`src/rtl/shift_packer.sv`:
```
// Parametrised serial-to-parallel packer: N = OUT_W/IN_W beats per word, one-word
// output holding register, and a synchronous flush that emits a zero-padded partial word.
module shift_packer #(
  parameter int unsigned IN_W      = 8,
  parameter int unsigned OUT_W     = 128,
  parameter bit          MSB_FIRST = 1'b1,
  localparam int unsigned CNT_W    = $clog2(OUT_W / IN_W + 1)
) (
  input  logic             clock,
  input  logic             rst_n,
  input  logic             flush,
  input  logic             in_valid,
  output logic             in_ready,
  input  logic [IN_W-1:0]  in_data,
  output logic             out_valid,
  input  logic             out_ready,
  output logic [OUT_W-1:0] out_data,
  output logic             out_partial,
  output logic [CNT_W-1:0] count
);

  localparam int unsigned     N    = OUT_W / IN_W;
  localparam logic [CNT_W-1:0] LAST = CNT_W'(N - 1);

  logic [OUT_W-1:0] sr;
  logic [OUT_W-1:0] sr_shift;
  logic [OUT_W-1:0] partial_word;
  logic             flush_pending;
  logic             slot_free;
  logic             at_last;
  logic             accept;
  int unsigned      pad_sh;

  always_comb begin
    slot_free = !out_valid || out_ready;
    at_last   = (count == LAST);
    in_ready  = !flush_pending && !(at_last && !slot_free);
    accept    = in_valid && in_ready;
    pad_sh    = (N - 32'(count)) * IN_W;
    // Beats always sit at the "latest" end of sr, so a single shift by the missing
    // beats both aligns the partial word and supplies the zero padding.
    if (MSB_FIRST) begin
      sr_shift     = {sr[OUT_W-IN_W-1:0], in_data};
      partial_word = sr << pad_sh;
    end else begin
      sr_shift     = {in_data, sr[OUT_W-1:IN_W]};
      partial_word = sr >> pad_sh;
    end
  end

  always_ff @(posedge clock or negedge rst_n) begin
    if (!rst_n) begin
      sr            <= '0;
      count         <= '0;
      out_data      <= '0;
      out_valid     <= 1'b0;
      out_partial   <= 1'b0;
      flush_pending <= 1'b0;
    end else begin
      if (out_valid && out_ready) out_valid <= 1'b0;
      if (accept) sr <= sr_shift;

      if (accept && at_last) begin
        out_data    <= sr_shift;
        out_valid   <= 1'b1;
        out_partial <= 1'b0;
        count       <= '0;
      end else if (flush_pending && slot_free) begin
        out_data      <= partial_word;
        out_valid     <= 1'b1;
        out_partial   <= 1'b1;
        count         <= '0;
        flush_pending <= 1'b0;
      end else begin
        if (accept) count <= count + CNT_W'(1);
        // A flush with nothing buffered (after this cycle's beat) is dropped.
        if (flush && (accept || count != '0)) flush_pending <= 1'b1;
      end
    end
  end

endmodule

```
`config.mk`:
```
export PLATFORM = sky130hd
export DESIGN_NAME = shift_packer
export DESIGN_NICKNAME = d
export VERILOG_FILES = /design/src/rtl/shift_packer.sv
export SDC_FILE = /design/constraint.sdc
export NUM_CORES = 1
export LEC_CHECK = 0
export ABC_AREA = 0
export CAP_MARGIN = 25
export CORE_ASPECT_RATIO = 0.6
export CORE_MARGIN = 2
export CORE_UTILIZATION = 45
export CTS_BUF_LIST = sky130_fd_sc_hd__clkbuf_16
export DETAILED_ROUTE_END_ITERATION = 8
export PLACE_DENSITY = 0.74
export SETUP_SLACK_MARGIN = 0.3
export SKIP_CTS_REPAIR_TIMING = 1
export SLEW_MARGIN = 5
export SYNTH_ARGS = -nofsm -noshare
export SYNTH_HDL_FRONTEND = slang
export SYNTH_SLANG_ARGS = --single-unit
```
`constraint.sdc`:
```
create_clock -name clock -period 3.9 [get_ports clock]
set_input_delay 0.78 -clock clock [delete_from_list [all_inputs] [get_ports clock]]
set_output_delay 0.78 -clock clock [all_outputs]
set_load 0.02 [all_outputs]
```
==> results.md <==
- Outcome: finished, final reports clean
- Synth Register Bits: 264
- Switching Fraction: 0.494
- Routed Antenna Nets: 0
- Worst path arrival time: 3.81 ns
- CP Class: flip-flop to flip-flop
- Setup crit start kind: flip-flop
- CTS clock-pin slew for the worst setup and hold paths: 0.07 ns
- Io pins: 149
- Ys flop type: dfrtp_1
- Setup crit end: out_data[94]
- Synth Instances: 1728
- H-tree depth: 1
- Syn nets: 1745
- Drt via density: 6.48
- Die X: 244 um
- Final slew viol count: 0
- Maximum clock path buffer count: 3
- Avg WL per Cell: 26.9 um
- Final setup TNS: 0 ns
- R2r startpoint: count[0]
- Post-Synth Adder-Cell Area: 0.00322
- Crit-path cells: ha_1, and3_1, ha_1, nand2_1, or3_2, buf_4, nand2_2, o21ai_0, o22ai_1
- Initial DRT Pass Iterations: 6
- Die area: 0.0361 mm^2
- Cell family with most CP delay: simple AND/OR/NAND/NOR gates
- Logic gate share of total power: 0.563
- EDFF count, synth: 0
- Number of global-route vias before repair: 14177
- Multiplexer area fraction after synthesis: 0.148
- Reg-to-reg critical path endpoint: out_data[94]
- Final nets: 1829
- Die height: 148 um
- Peak supply drop: 0.000592 V
- Synth cell types: 66
- Total GRT Usage: 0.340
- Final WL: 61700 um
- # clock sinks: 264
- Vias: 14849
- Slew HR: 0.334
- Pre-CTS setup slack: 0.426 ns
- Initial core utilization: 0.459
- Final setup fails: 0
- Layout cells sized above 1: 0.105
- Async S/R FF share, synth: 1.00
- R2R depth: 9
- DRT iter0 DRCs: 1976
- Worst Tran Pin Value: 0.995 ns
- # port buffers: 148
- Seq/Total Area, Yosys: 0.425
- WP depth: 9
- Critical path endpoint category: flip-flop
- Met1 WL: 25900 um
- # rows: 52
- Core area: 0.0338 mm^2
- YS warnings: 0
- Number of max-cap violations: 0
- Antenna diodes: 0
- WL met2: 24600 um
- Fin crit share: 0.863
- Max FO, Critical Path: 64
- CTS Buf Count: 27
- Area delta synth->final: 18.4%
- Dpl hpwl: 43300 um
- Largest net degree at the start of global routing: 102
- Fillers: 3064
- Pleak: 8.46 nW
- Met3 WL: 9150 um
- Fin worst setup slack: 0.534 ns
- Post-Syn Area per Cell: 8.99 um^2
- Max incr delay on CP: 0.62 ns
- Crit path top cell by count: ha_1
- Synth Area in XOR/XNOR: 0.00225
- Final Hold Vio Count: 0
- First-pass GRT wire length: 92300 um
- Top Layer Used: met5
- F_max: 297 MHz
- Max stage delay cell, worst path: buf_4
- Clk_lat worst skew: 0.57 ns
- Grt total ovfl: 0
- Routability cong.: 0.990
- Compound-Gate Fraction of Synth Area: 0.170
- P_int: 0.00956 W
- Largest family of logic cells by synthesized area: simple AND/OR/NAND/NOR gates
- P per Cell Area: 1030 mW/mm^2
- Bufs and invs on worst path: 1
- Clock power frac: 0.143
- Sequential share of power: 0.294
- CP startpoint: count[0]
- Sw power: 0.00933 W
- Root Buffer: clkbuf_16
- Critical Path RT: 4.35 ns
- Post-route DRC: 0
- RSZ-0062 raised after global routing: false
- Clock Skew: 0.0139 ns
- Synthesized area: 0.0155 mm^2
- Final Critical Period: 3.37 ns
- CTS tree: done
- Initial antenna violation count: 2
- HP Class: input pin to async pin
- Simple-Gate Fraction of Synth Area: 0.200
- Reg2reg setup slack: 0.53 ns
[stage by stage]
step	total power [W]	instances	utilization	hold WS (ns)	cell area [um^2]
2_1_floorplan	0.0115	1728	-	0.441	15500
3_3_place_gp	0.0156	2242	0.518	0.460	17500
3_5_place_dp	0.0158	2242	0.518	0.462	17500
4_1_cts	0.0185	2290	0.544	0.305	18400
5_1_grt	0.0197	2290	0.544	0.313	18400
6_report	0.0189	2290	0.544	0.232	18400
[synthesized netlist by cell type, drive strengths merged, types with 2 or more instances]
| library cell | number | area share |
|---|---|---|
| o31a | 3 | 0.0017 |
| mux2 | 26 | 0.019 |
| o22a | 16 | 0.0090 |
| nor2 | 95 | 0.023 |
| o32ai | 9 | 0.0051 |
| nor2b | 4 | 0.0016 |
| nand2 | 472 | 0.11 |
| o22ai | 45 | 0.019 |
| o211ai | 24 | 0.012 |
| a21oi | 95 | 0.031 |
| and3 | 57 | 0.023 |
| buf | 67 | 0.026 |
| inv | 10 | 0.0024 |
| a222oi | 4 | 0.0026 |
| a221o | 21 | 0.014 |
| mux4 | 39 | 0.057 |
| xnor2 | 2 | 0.0011 |
| o21a | 3 | 0.0014 |
| o2111ai | 3 | 0.0017 |
| nor4 | 2 | 0.0018 |
| nor4b | 2 | 0.0021 |
| dfrtp | 264 | 0.43 |
| nand3 | 39 | 0.013 |
| a221oi | 2 | 0.0011 |
| or3 | 10 | 0.0040 |
| clkbuf | 91 | 0.022 |
| mux2i | 113 | 0.073 |
| nor3 | 27 | 0.0097 |
| a2bb2oi | 7 | 0.0039 |
| a32oi | 2 | 0.0011 |
| a211o | 7 | 0.0039 |
| o21ai | 59 | 0.020 |
| a31oi | 13 | 0.0052 |
| o221ai | 20 | 0.011 |
| a22o | 8 | 0.0045 |
| a22oi | 25 | 0.012 |
| a211oi | 5 | 0.0027 |
| o32a | 9 | 0.0058 |
| nand2b | 5 | 0.0020 |
| or2 | 2 | 0.00081 |
| xor2 | 2 | 0.0011 |
| ha | 4 | 0.0032 |
| and2 | 10 | 0.0040 |
[area by class of cell]
class                      instances  area (um^2)  area share
multi-input combinational       1296         8200       0.446
sequential                       264         6610       0.359
timing repair buffer             213         2100       0.114
clock buffer                      27          676      0.0367
tap                              459          574      0.0312
clock inverter                    21          201      0.0109
inverter                          10         37.5     0.00204
[kinds of logic after synthesis]
kind of cell	after synthesis
buffers and inverters	168
AO/OA/AOI/OAI	384
multiplexers	178
AND/OR/NAND/NOR	726
adder cells (fa/ha/maj)	4
XOR/XNOR	4
flip-flops	264
[power groups by stage]
stage / clock, W / combinational (W) / sequential, W
final: 0.00270 / 0.0106 / 0.00555
after global routing: 0.00282 / 0.0112 / 0.00562
after CTS: 0.00271 / 0.0104 / 0.00542
after detailed placement: 0 / 0.0103 / 0.00546
after global placement: 0 / 0.0102 / 0.00545
after floorplan: 0 / 0.00620 / 0.00527
[per-layer routing]
metal	up-vias	GRT usage
met2	994	0.458
li1	6350	-
met1	7372	0.490
met4	4	0.0939
met5	-	0.0254
met3	129	0.145
[worst min-delay path by stage]
stage | startpoint | endpoint | slack, ns | cells past startpoint
final | rst_n | sr[113] | 0.23 | 1
after global routing | rst_n | sr[73] | 0.31 | 1
after CTS | rst_n | sr[73] | 0.31 | 1
after detailed placement | sr[127] | sr[127] | 0.46 | 2
after global placement | sr[125] | sr[125] | 0.46 | 2
after floorplan | sr[126] | sr[126] | 0.44 | 2
[layout by cell type, fill, tap and decap left out, types with 5 or more instances in the layout]
cell type / count
nor3_1: 24
a2bb2oi_1: 7
o221ai_1: 20
a22oi_1: 25
nand3_1: 37
o21ai_0: 57
o211ai_1: 24
buf_12: 10
inv_1: 13
buf_4: 55
or3_1: 9
dfrtp_1: 263
and2_1: 10
nand2b_1: 5
mux2_2: 26
mux4_2: 39
o22a_1: 16
clkinv_1: 6
a21oi_1: 95
a211o_1: 7
o32a_1: 9
mux2i_1: 113
nand2_1: 470
o32ai_1: 9
a221o_1: 21
a22o_1: 8
clkdlybuf4s50_1: 146
o22ai_1: 44
a31oi_1: 13
and3_1: 57
nor2_1: 93
clkbuf_16: 27
[state kept, by name, summed over array words and instances, names as in the netlist]
signal,flops
count,5
flush_pending,1
out_data,128
out_partial,1
out_valid,1
sr,128
[worst register-to-register path, delay by kind of cell (launching register included)]
family | cells | cell delay, ns
AND/OR/NAND/NOR | 4 | 1.11
flip-flops | 1 | 0.58
adder cells (fa/ha/maj) | 2 | 0.52
AO/OA/AOI/OAI | 2 | 0.44
buffers and inverters | 1 | 0.62
Power figures use the tool's default switching activity.
